`config.mk`:
```
export PLATFORM = sky130hd
export DESIGN_NAME = reuleaux_ctrl
export DESIGN_NICKNAME = d
export VERILOG_FILES = /design/src/rtl/reuleaux_pkg.sv /design/src/rtl/fill_screen.sv /design/src/rtl/reuleaux_ctrl.sv
export SDC_FILE = /design/constraint.sdc
export NUM_CORES = 1
export LEC_CHECK = 0
export CAP_MARGIN = 20
export CORE_MARGIN = 2
export CORE_UTILIZATION = 35
export CTS_BUF_LIST = sky130_fd_sc_hd__clkbuf_4 sky130_fd_sc_hd__clkbuf_8
export CTS_CLUSTER_SIZE = 16
export DETAILED_ROUTE_END_ITERATION = 10
export PLACE_DENSITY = 0.69
export SYNTH_ARGS = -nofsm -noshare
export SYNTH_HDL_FRONTEND = slang
export SYNTH_SLANG_ARGS = --single-unit
```
`constraint.sdc`:
```
create_clock -name clk -period 4.9 [get_ports clk]
set_input_delay 0.49 -clock clk [delete_from_list [all_inputs] [get_ports clk]]
set_output_delay 0.49 -clock clk [all_outputs]
set_load 0.03 [all_outputs]
```
`src/rtl/reuleaux_pkg.sv`:
```
// Shared types and constants for the Reuleaux triangle sequencer.
package reuleaux_pkg;

  typedef enum logic [2:0] {
    ST_IDLE,
    ST_CLEAR,
    ST_CALC,
    ST_ARC_RUN,
    ST_ARC_GAP,
    ST_DONE
  } state_e;

  typedef logic signed [9:0] coord_t;

  localparam int SCREEN_W   = 160;
  localparam int SCREEN_H   = 120;
  localparam int SQRT3_6_Q8 = 74;
  localparam int SQRT3_3_Q8 = 148;
  localparam int CLIP_MIN   = -512;
  localparam int CLIP_MAX   = 511;

  // Unsigned Q8 scaling of an 8-bit length; the result always fits in 8 bits.
  function automatic coord_t q8_scale(input logic [7:0] len, input logic [7:0] k);
    logic [15:0] prod;
    prod = {8'd0, len} * {8'd0, k};
    return coord_t'({2'b00, prod[15:8]});
  endfunction

endpackage

```
`src/rtl/fill_screen.sv`:
```
// Raster pixel counter for the full-screen clear: y outer, x inner.
module fill_screen
  import reuleaux_pkg::*;
(
  input  logic       clk,
  input  logic       rst,
  input  logic       start_i,
  output logic [7:0] x_o,
  output logic [6:0] y_o,
  output logic       plot_o,
  output logic       done_o
);

  logic [7:0] x_q, x_d;
  logic [6:0] y_q, y_d;
  logic       last;

  assign last = (x_q == 8'(SCREEN_W - 1)) && (y_q == 7'(SCREEN_H - 1));

  // Counters wrap back to (0,0) after the last pixel so the next pass starts clean.
  always_comb begin
    x_d = x_q;
    y_d = y_q;
    if (start_i) begin
      if (x_q == 8'(SCREEN_W - 1)) begin
        x_d = 8'd0;
        y_d = (y_q == 7'(SCREEN_H - 1)) ? 7'd0 : y_q + 7'd1;
      end else begin
        x_d = x_q + 8'd1;
      end
    end
  end

  always_ff @(posedge clk or posedge rst) begin
    if (rst) begin
      x_q <= 8'd0;
      y_q <= 7'd0;
    end else begin
      x_q <= x_d;
      y_q <= y_d;
    end
  end

  assign x_o    = x_q;
  assign y_o    = y_q;
  assign plot_o = start_i;
  assign done_o = start_i && last;

endmodule

```
`src/rtl/reuleaux_ctrl.sv`:
```
// Sequences an optional screen clear and three clipped arcs that form a
// Reuleaux triangle, muxing clear and drawer pixels onto one VGA port.
module reuleaux_ctrl
  import reuleaux_pkg::*;
#(
  parameter bit         CLEAR_EN  = 1'b1,
  parameter logic [2:0] BG_COLOUR = 3'b000
) (
  input  logic               clk,
  input  logic               rst,
  input  logic               start,
  input  logic [2:0]         colour,
  input  logic [7:0]         centre_x,
  input  logic [6:0]         centre_y,
  input  logic [7:0]         diameter,
  output logic               done,
  output logic               circ_start,
  input  logic               circ_done,
  output logic signed [9:0]  circ_cx,
  output logic signed [9:0]  circ_cy,
  output logic [7:0]         circ_radius,
  output logic [2:0]         circ_colour,
  output logic signed [9:0]  clip_xmin,
  output logic signed [9:0]  clip_xmax,
  output logic signed [9:0]  clip_ymin,
  output logic signed [9:0]  clip_ymax,
  input  logic [7:0]         circ_vga_x,
  input  logic [6:0]         circ_vga_y,
  input  logic [2:0]         circ_vga_colour,
  input  logic               circ_vga_plot,
  output logic [7:0]         vga_x,
  output logic [6:0]         vga_y,
  output logic [2:0]         vga_colour,
  output logic               vga_plot
);

  state_e     state_q, state_d;
  logic [7:0] cx_q, cx_d, dia_q, dia_d;
  logic [6:0] cy_q, cy_d;
  logic [2:0] col_q, col_d;
  logic [1:0] idx_q, idx_d;
  coord_t     ty_q, ty_d, lx_q, lx_d, rx_q, rx_d, by_q, by_d;

  logic       fs_start, fs_plot, fs_done;
  logic [7:0] fs_x;
  logic [6:0] fs_y;

  coord_t cx_s, cy_s, half, h, v;
  coord_t a_cx, a_cy, a_xmin, a_xmax, a_ymin, a_ymax;

  assign fs_start = (state_q == ST_CLEAR);

  fill_screen u_fill (
    .clk     (clk),
    .rst     (rst),
    .start_i (fs_start),
    .x_o     (fs_x),
    .y_o     (fs_y),
    .plot_o  (fs_plot),
    .done_o  (fs_done)
  );

  assign cx_s = coord_t'({2'b00, cx_q});
  assign cy_s = coord_t'({3'b000, cy_q});
  assign half = coord_t'({3'b000, dia_q[7:1]});
  assign h    = q8_scale(dia_q, 8'(SQRT3_6_Q8));
  assign v    = q8_scale(dia_q, 8'(SQRT3_3_Q8));

  always_comb begin
    state_d = state_q;
    cx_d    = cx_q;
    cy_d    = cy_q;
    dia_d   = dia_q;
    col_d   = col_q;
    idx_d   = idx_q;
    ty_d    = ty_q;
    lx_d    = lx_q;
    rx_d    = rx_q;
    by_d    = by_q;
    case (state_q)
      ST_IDLE: begin
        idx_d = 2'd0;
        if (start) begin
          cx_d    = centre_x;
          cy_d    = centre_y;
          dia_d   = diameter;
          col_d   = colour;
          state_d = CLEAR_EN ? ST_CLEAR : ST_CALC;
        end
      end
      ST_CLEAR:   if (fs_done) state_d = ST_CALC;
      ST_CALC: begin
        ty_d    = cy_s - v;
        lx_d    = cx_s - half;
        rx_d    = cx_s + half;
        by_d    = cy_s + h;
        state_d = ST_ARC_RUN;
      end
      ST_ARC_RUN: if (circ_done) state_d = ST_ARC_GAP;
      ST_ARC_GAP: begin
        if (!circ_done) begin
          if (idx_q == 2'd2) begin
            state_d = ST_DONE;
          end else begin
            idx_d   = idx_q + 2'd1;
            state_d = ST_ARC_RUN;
          end
        end
      end
      ST_DONE:    if (!start) state_d = ST_IDLE;
      default:    state_d = ST_IDLE;
    endcase
  end

  // Arc table: centre at one vertex, clipped to the sector facing the opposite edge.
  always_comb begin
    a_cx   = cx_s;
    a_cy   = ty_q;
    a_xmin = lx_q;
    a_xmax = rx_q;
    a_ymin = by_q;
    a_ymax = coord_t'(CLIP_MAX);
    case (idx_q)
      2'd1: begin
        a_cx   = lx_q;
        a_cy   = by_q;
        a_xmin = cx_s;
        a_xmax = coord_t'(CLIP_MAX);
        a_ymin = ty_q;
        a_ymax = by_q;
      end
      2'd2: begin
        a_cx   = rx_q;
        a_cy   = by_q;
        a_xmin = coord_t'(CLIP_MIN);
        a_xmax = cx_s;
        a_ymin = ty_q;
        a_ymax = by_q;
      end
      default: ;
    endcase
  end

  always_comb begin
    done       = 1'b0;
    circ_start = 1'b0;
    circ_cx    = '0;
    circ_cy    = '0;
    clip_xmin  = '0;
    clip_xmax  = '0;
    clip_ymin  = '0;
    clip_ymax  = '0;
    vga_x      = 8'd0;
    vga_y      = 7'd0;
    vga_colour = 3'd0;
    vga_plot   = 1'b0;
    if (state_q == ST_ARC_RUN || state_q == ST_ARC_GAP) begin
      circ_cx   = a_cx;
      circ_cy   = a_cy;
      clip_xmin = a_xmin;
      clip_xmax = a_xmax;
      clip_ymin = a_ymin;
      clip_ymax = a_ymax;
    end
    case (state_q)
      ST_CLEAR: begin
        vga_x      = fs_x;
        vga_y      = fs_y;
        vga_colour = BG_COLOUR;
        vga_plot   = fs_plot;
      end
      ST_ARC_RUN: begin
        circ_start = 1'b1;
        vga_x      = circ_vga_x;
        vga_y      = circ_vga_y;
        vga_colour = circ_vga_colour;
        vga_plot   = circ_vga_plot;
      end
      ST_DONE: done = 1'b1;
      default: ;
    endcase
  end

  assign circ_radius = dia_q;
  assign circ_colour = col_q;

  always_ff @(posedge clk or posedge rst) begin
    if (rst) begin
      state_q <= ST_IDLE;
      cx_q    <= 8'd0;
      cy_q    <= 7'd0;
      dia_q   <= 8'd0;
      col_q   <= 3'd0;
      idx_q   <= 2'd0;
      ty_q    <= '0;
      lx_q    <= '0;
      rx_q    <= '0;
      by_q    <= '0;
    end else begin
      state_q <= state_d;
      cx_q    <= cx_d;
      cy_q    <= cy_d;
      dia_q   <= dia_d;
      col_q   <= col_d;
      idx_q   <= idx_d;
      ty_q    <= ty_d;
      lx_q    <= lx_d;
      rx_q    <= rx_d;
      by_q    <= by_d;
    end
  end

endmodule

```
==> results of run 1 <==
[cell families after synthesis]
kind of cell / Yosys count
AO/OA/AOI/OAI: 173
XOR/XNOR: 28
adder cells (fa/ha/maj): 60
buffers and inverters: 91
flip-flops: 80
multiplexers: 29
other: 1
AND/OR/NAND/NOR: 253
[state kept, by name, summed over array words and instances, names as in the netlist]
register and cells:
by_q 8, circ_colour 3, circ_radius 8, cx_q 8
cy_q 7, idx_q 2, lx_q 8, rx_q 9
state_q 3, ty_q 9, u_fill.x_o 8, u_fill.y_o 7
[metal layers]
layer	vias up	GRT usage, %	part of all wire [%]
met2	182	28.12	43
met3	13	4.976	7.5
li1	2705	-	-
met4	0	3.472	0.93
met1	2571	25.71	48
met5	-	0	0
[final timing paths]
kind | slack (ns) | from | endpoint | cells past startpoint
max | 0.49 | circ_radius[7]$_DFFE_PP0P_ | ty_q[7]$_DFFE_PP0P_ | 18
min | 0.51 | idx_q[1]$_DFFE_PP0P_ | idx_q[1]$_DFFE_PP0P_ | 2
max reg2reg | 0.49 | circ_radius[7]$_DFFE_PP0P_ | ty_q[7]$_DFFE_PP0P_ | 18
min reg2reg | 0.51 | idx_q[1]$_DFFE_PP0P_ | idx_q[1]$_DFFE_PP0P_ | 2
max in group asynchronous | 3.37 | rst | cy_q[5]$_DFFE_PP0P_ | 3
min in group asynchronous | 0.55 | rst | state_q[0]$_DFFE_PP0P_ | 2
[layout make-up]
type | instances | share of cell area (%)
multi-input cells | 545 | 47.28
flip-flops and latches | 80 | 25.66
repair buffers | 144 | 18.28
well taps | 225 | 3.609
inverters | 47 | 2.277
clock buffers | 11 | 1.860
clock inverters | 5 | 1.026
[worst min-delay path, stage by stage (launching register included)]
cell	delay, ns
dfrtp_1	0.37
nand2_1	0.06
o41ai_1	0.05
[cells in the mapped netlist (2+ instances only)]
| cell type | number | area (µm²) |
|---|---|---|
| nand3_1 | 11 | 55.05 |
| dfrtp_1 | 80 | 2002 |
| or2_2 | 2 | 12.51 |
| nor3b_1 | 4 | 30.03 |
| and3_1 | 6 | 37.54 |
| a21oi_1 | 39 | 195.2 |
| fa_1 | 7 | 140.1 |
| nor4_1 | 2 | 12.51 |
| and2_1 | 7 | 43.79 |
| nor2b_1 | 18 | 112.6 |
| o31ai_1 | 6 | 45.04 |
| xnor2_1 | 19 | 166.4 |
| nor2_1 | 79 | 296.5 |
| o211ai_1 | 2 | 15.01 |
| mux2_2 | 18 | 202.7 |
| a22oi_1 | 7 | 52.55 |
| nand3b_1 | 2 | 15.01 |
| mux2i_1 | 11 | 110.1 |
| a221oi_1 | 10 | 87.58 |
| buf_4 | 5 | 37.54 |
| o21a_1 | 2 | 15.01 |
| o21ai_0 | 59 | 295.3 |
| buf_2 | 16 | 80.08 |
| nor3_1 | 17 | 85.08 |
| nor4b_1 | 2 | 17.52 |
| a31oi_1 | 4 | 25.02 |
| xor2_1 | 9 | 78.83 |
| a211oi_1 | 7 | 52.55 |
| a22o_1 | 15 | 131.4 |
| a311oi_1 | 2 | 17.52 |
| o41ai_1 | 2 | 17.52 |
| nand4_1 | 5 | 31.28 |
| a21o_1 | 4 | 30.03 |
| nand2b_1 | 10 | 62.56 |
| clkbuf_1 | 19 | 71.32 |
| o21bai_1 | 2 | 15.01 |
| inv_1 | 47 | 176.4 |
| o31a_1 | 2 | 17.52 |
| buf_1 | 4 | 15.01 |
| ha_1 | 53 | 663.1 |
| nand2_1 | 81 | 304.0 |
[stage by stage]
stage / instance area, µm² / instances
detailed placement: 7576 / 1041
global route: 7801 / 1057
CTS: 7801 / 1057
floorplan: 6051 / 716
global placement: 7576 / 1041
finish: 7801 / 1057
[placed cells by master, fill, tap and decap left out, types with 7 or more instances in the layout]
cell / n
clkdlybuf4s50_1: 138
nand2_1: 81
dfrtp_1: 80
nor2_1: 79
o21ai_0: 59
ha_1: 52
inv_1: 46
a21oi_1: 38
xnor2_1: 19
mux2_2: 18
nor2b_1: 18
nor3_1: 17
a22o_1: 15
nand3_1: 11
mux2i_1: 11
nand2b_1: 10
a221oi_1: 10
clkbuf_8: 10
xor2_1: 9
and2_1: 7
a211oi_1: 7
a22oi_1: 7
fa_1: 7
==> flow_metrics.py, run 1 <==
metrics = {
    "status": {
        "status": "completed",
    },
    "logic_synthesis": {
        "synth-compound-area-share_pct": 18.35,
        "synth_warnings": 0,
        "yosys.area_share.adder_pct": 13.28,
        "synth_cell_types": 59,
        "ys_seq_elements": 80,
        "synth-xor-area-share_pct": 4.055,
        "syn_area_mm2": 0.006047,
        "syn_area_per_cell_um2": 8.457,
        "synth_mux_area_share_pct": 5.173,
        "synth_top_family_by_area": "simple AND/OR/NAND/NOR gates",
        "synth-main-ff-cell": "dfrtp_1",
        "synth_edf_count": 0,
        "ys_seq_area_share_pct": 33.11,
        "syn_inst": 715,
        "synth-simple-area-share_pct": 19.68,
        "async_flop_share_pct": 100.0,
    },
    "worst_setup_path": {
        "cp.required_ns": 5.13,
        "critical_path.top_delay_family": "adder cells",
        "worstSetupPathType": "flop to flop",
        "path_buf_inv": 3,
        "cp_common_cell": "ha_1",
        "crit_chain": "ha_1, ha_1, inv_1, fa_1, inv_1, ha_1, nand2_1, nor3_1, o311a_1, o21ai_1, inv_1, or2_2, ha_1, a21oi_1, nand2_1, o21ai_0, xor2_1, o21ai_0",
        "worst-path-max-fanout": 7,
        "end_kind": "flop",
        "critPathSlowestCell": "fa_1",
        "worst_ep_arrival_time_ns": 4.65,
        "critPathLaunchType": "flop",
        "slowest_delay_ns": 0.52,
    },
    "worst_hold_path": {
        "hold_class": "flop to flop",
    },
    "clock_tree": {
        "cts_sinks": 80,
        "ctsHtreeMaxLevel": 3,
        "postCtsSetupRepairBufs": 0,
        "cts_buffers": 9,
        "clockBufferDepth": 2,
        "cts_tree": "built",
        "insertion_delay_ns": 0.37,
        "clk_pin_slew_ns": 0.09,
        "cts_resized": 0,
        "cts-hold-fix-buffers": 0,
        "cts_root_buf": "clkbuf_8",
    },
    "timing": {
        "rsz0062_at_grt": "false",
        "min_period_ns": 4.413,
        "setup_viol": 0,
        "clock_skew_ns": 0.01297,
        "fin_ws_ns": 0.4873,
        "finalHoldWorstSlack_ns": 0.5103,
        "max_clock_freq_ghz": 0.2266,
        "worst_pin_slew_ns": 0.9904,
        "drv_slew": 0,
        "final.period_utilization_pct": 90.05,
        "timing.slew.headroom_pct": 33.90,
        "fin_setup_tns_ns": 0,
        "hold_viol": 0,
    },
    "die": {
        "core_mm2": 0.01712,
        "die_height_um": 135.4,
        "ioPinCount": 141,
        "die_area_mm2": 0.01835,
        "rows": 48,
        "die_width_um": 135.4,
        "initial_utilization_pct": 35.33,
    },
    "global_routing": {
        "grt_pass1_wl_um": 26410,
        "grt_usage_pct": 18.18,
        "antenna_found_initial": 0,
        "grt_pass1_vias": 5049,
        "grt-ovfl-total": 0,
        "grt_max_degree": 42,
    },
    "place": {
        "hpwl_um": 12340,
        "place_congestion": 0.8900,
        "pre_cts_ws_ns": 0.5074,
        "io_buffers": 138,
    },
    "layout": {
        "num_antenna_cells": 0,
        "layout-drive-gt1-share_pct": 6.370,
        "fillers": 1680,
        "regArea_mm2": 0.002002,
        "area_growth_syn_to_layout_pct": 29.01,
        "utilization_pct": 45.58,
        "nets": 936,
        "multi_input_area_mm2": 0.003689,
    },
    "job": {
        "maxCapViolCount": 0,
    },
    "route": {
        "post_drt_wl_per_cell_um": 15.33,
        "dr_total_vias": 5471,
        "viasPerCell": 5.176,
        "ant_nets": 0,
        "route.detailed.drc": 0,
        "routed_wl_um": 16200,
        "drt-pass1-iter-count": 5,
        "dr.first_iter.drc_count": 401,
    },
}
Power of run 1 is not shown: default switching activity piles up to over one toggle a cycle in this logic, so the estimate is an artifact.
==> run 2: changes to the inputs <==
--- a/config.mk
+++ b/config.mk
@@ -12,6 +12,7 @@
 export CTS_CLUSTER_SIZE = 16
 export DETAILED_ROUTE_END_ITERATION = 10
 export PLACE_DENSITY = 0.69
+export SLEW_MARGIN = 0
 export SYNTH_ARGS = -nofsm -noshare
 export SYNTH_HDL_FRONTEND = slang
 export SYNTH_SLANG_ARGS = --single-unit
==> results of run 2 <==
The final DEF is identical to that of run 1; final timing and power are the same.
Power of run 2 is left out for the same reason.
==> run 3: changes to the inputs <==
--- a/config.mk
+++ b/config.mk
@@ -6,12 +6,14 @@
 export NUM_CORES = 1
 export LEC_CHECK = 0
 export CAP_MARGIN = 20
+export CORE_ASPECT_RATIO = 2
 export CORE_MARGIN = 2
 export CORE_UTILIZATION = 35
 export CTS_BUF_LIST = sky130_fd_sc_hd__clkbuf_4 sky130_fd_sc_hd__clkbuf_8
 export CTS_CLUSTER_SIZE = 16
 export DETAILED_ROUTE_END_ITERATION = 10
 export PLACE_DENSITY = 0.69
+export SKIP_CTS_REPAIR_TIMING = 1
 export SLEW_MARGIN = 0
 export SYNTH_ARGS = -nofsm -noshare
 export SYNTH_HDL_FRONTEND = slang
==> run 3 against run 2 <==
  * Largest cell class unchanged
  * Fmax decreased by 3.5%
  * Sequential share of layout area up 0.066 points
  * Register-to-register slack got worse by 0.16 ns
  * Critical path type unchanged
  * Final cell count fell by 1.4%
==> flow_metrics.py, run 3 (synthesis results as in run 1) <==
metrics = {
    "layout": {
        "num_antenna_cells": 0,
        "area_growth_syn_to_layout_pct": 28.68,
        "nets": 936,
        "mostFrequentLayoutCells": "clkdlybuf4s50_1, nand2_1, dfrtp_1",
        "layout-drive-gt1-share_pct": 6.370,
        "utilization_pct": 45.50,
        "stdcell_count": 1042,
        "fillers": 1646,
        "reg_top3": "rx_q: 9 flops, ty_q: 9 flops",
        "layout_commonest_cell": "clkdlybuf4s50_1",
    },
    "die": {
        "initial_utilization_pct": 35.36,
        "core_mm2": 0.01710,
        "die_area_mm2": 0.01841,
        "ioPinCount": 141,
        "rows": 68,
        "die_height_um": 189.9,
        "die_width_um": 96.95,
    },
    "clock_tree": {
        "cts_tree": "built",
        "insertion_delay_ns": 0.37,
        "clk_pin_slew_ns": 0.08,
        "ctsHtreeMaxLevel": 3,
        "cts_buffers": 9,
        "cts_sinks": 80,
        "clockBufferDepth": 2,
        "cts_root_buf": "clkbuf_8",
    },
    "place": {
        "hpwl_um": 11860,
        "place_congestion": 0.8789,
        "pre_cts_ws_ns": 0.3977,
        "io_buffers": 138,
        "placedCellCount": 1026,
    },
    "worst_hold_path": {
        "hold_end": "ty_q[5]$_DFFE_PP0P_",
        "hold_class": "flop to flop",
        "min_from": "ty_q[5]$_DFFE_PP0P_",
        "hold_path_depth": 2,
    },
    "worst_setup_path": {
        "worst_ep_arrival_time_ns": 4.79,
        "regToRegStartpoint": "circ_radius[7]$_DFFE_PP0P_",
        "cp.required_ns": 5.12,
        "rrSetupSlack_ns": 0.33,
        "worst-path-max-fanout": 7,
        "ff2ff_path_depth": 18,
        "worstSetupPathType": "flop to flop",
        "worstReg2RegEnd": "ty_q[7]$_DFFE_PP0P_",
        "end_kind": "flop",
        "critPathLaunchType": "flop",
    },
    "route": {
        "wl_met1_um": 7199,
        "drt-pass1-iter-count": 6,
        "viasPerCell": 5.212,
        "dr_wl_met3_um": 1059,
        "dr.first_iter.drc_count": 281,
        "dr_total_vias": 5431,
        "routed-wl-met2_um": 6761,
        "post_drt_wl_per_cell_um": 14.61,
        "ant_nets": 0,
        "dr.max_layer_used": "met4",
        "routed_wl_um": 15220,
        "route.detailed.drc": 0,
    },
    "global_routing": {
        "grt_usage_pct": 16.49,
        "grt_pass1_vias": 5006,
        "grt_max_degree": 49,
        "grt-ovfl-total": 0,
        "antenna_found_initial": 0,
        "grt_pass1_wl_um": 25030,
    },
    "timing": {
        "final.period_utilization_pct": 93.30,
        "drv_slew": 0,
        "max_clock_freq_ghz": 0.2187,
        "worst_pin_slew_ns": 0.8103,
        "rsz0062_at_grt": "false",
        "min_period_ns": 4.572,
        "fin_ws_ns": 0.3284,
        "setup_viol": 0,
        "clock_skew_ns": 0.01062,
        "timing.slew.headroom_pct": 45.85,
        "hold_viol": 0,
        "fin_setup_tns_ns": 0,
    },
    "status": {
        "status": "completed",
    },
    "job": {
        "maxCapViolCount": 0,
    },
}
==> run 3: changes by cell type in the layout (fill, tap and decap cells not counted) <==
cell / before / now
clkinv_4: 0 / 1
clkinv_2: 2 / 1
inv_6: 0 / 1
clkbuf_8: 10 / 9
==> run 3: final cells by class <==
type / instances / area [µm²] / area share (%)
clock buffers: 10 / 131.4 / 1.688
clock inverters: 6 / 92.59 / 1.190
inverters: 47 / 177.7 / 2.283
multi-input cells: 545 / 3689 / 47.40
flip-flops and latches: 80 / 2002 / 25.73
well taps: 210 / 262.8 / 3.377
repair buffers: 144 / 1426 / 18.33
==> run 3: critical path, cell delays in order, from the launching register on <==
cell     delay [ns]
dfrtp_1        0.49
ha_1           0.32
ha_1           0.27
inv_1          0.05
fa_1           0.54
inv_1          0.05
ha_1           0.32
nand2_1        0.07
nor3_1         0.07
o311a_1        0.36
o21ai_1        0.36
inv_1          0.13
or2_2          0.31
ha_1           0.32
a21oi_1        0.23
nand2_1        0.08
o21ai_0        0.21
xor2_1         0.17
o21ai_0        0.08
==> run 3: metal layers <==
layer	up-vias	global-route usage, %
met1	2522	23.37
met2	201	25.37
li1	2694	-
met3	14	3.747
met4	0	4.496
met5	-	0
==> run 3: worst max path at each step <==
stage | to | startpoint | slack (ns)
floorplan | by_q[5]$_DFFE_PP0P_ | circ_radius[7]$_DFFE_PP0P_ | 0.73
global placement | ty_q[7]$_DFFE_PP0P_ | circ_radius[5]$_DFFE_PP0P_ | 0.60
detailed placement | ty_q[7]$_DFFE_PP0P_ | circ_radius[7]$_DFFE_PP0P_ | 0.40
CTS | ty_q[7]$_DFFE_PP0P_ | circ_radius[7]$_DFFE_PP0P_ | 0.38
global route | ty_q[7]$_DFFE_PP0P_ | circ_radius[5]$_DFFE_PP0P_ | 0.08
finish | ty_q[7]$_DFFE_PP0P_ | circ_radius[7]$_DFFE_PP0P_ | 0.33
==> run 3: metrics by stage <==
stage          area, µm²  hold WS, ns
2_1_floorplan       6051       0.4655
3_3_place_gp        7557       0.4909
5_1_grt             7781       0.5432
4_1_cts             7781       0.5111
6_report            7781       0.5066
3_5_place_dp        7557       0.4922
Power of run 3 is left out for the same reason.
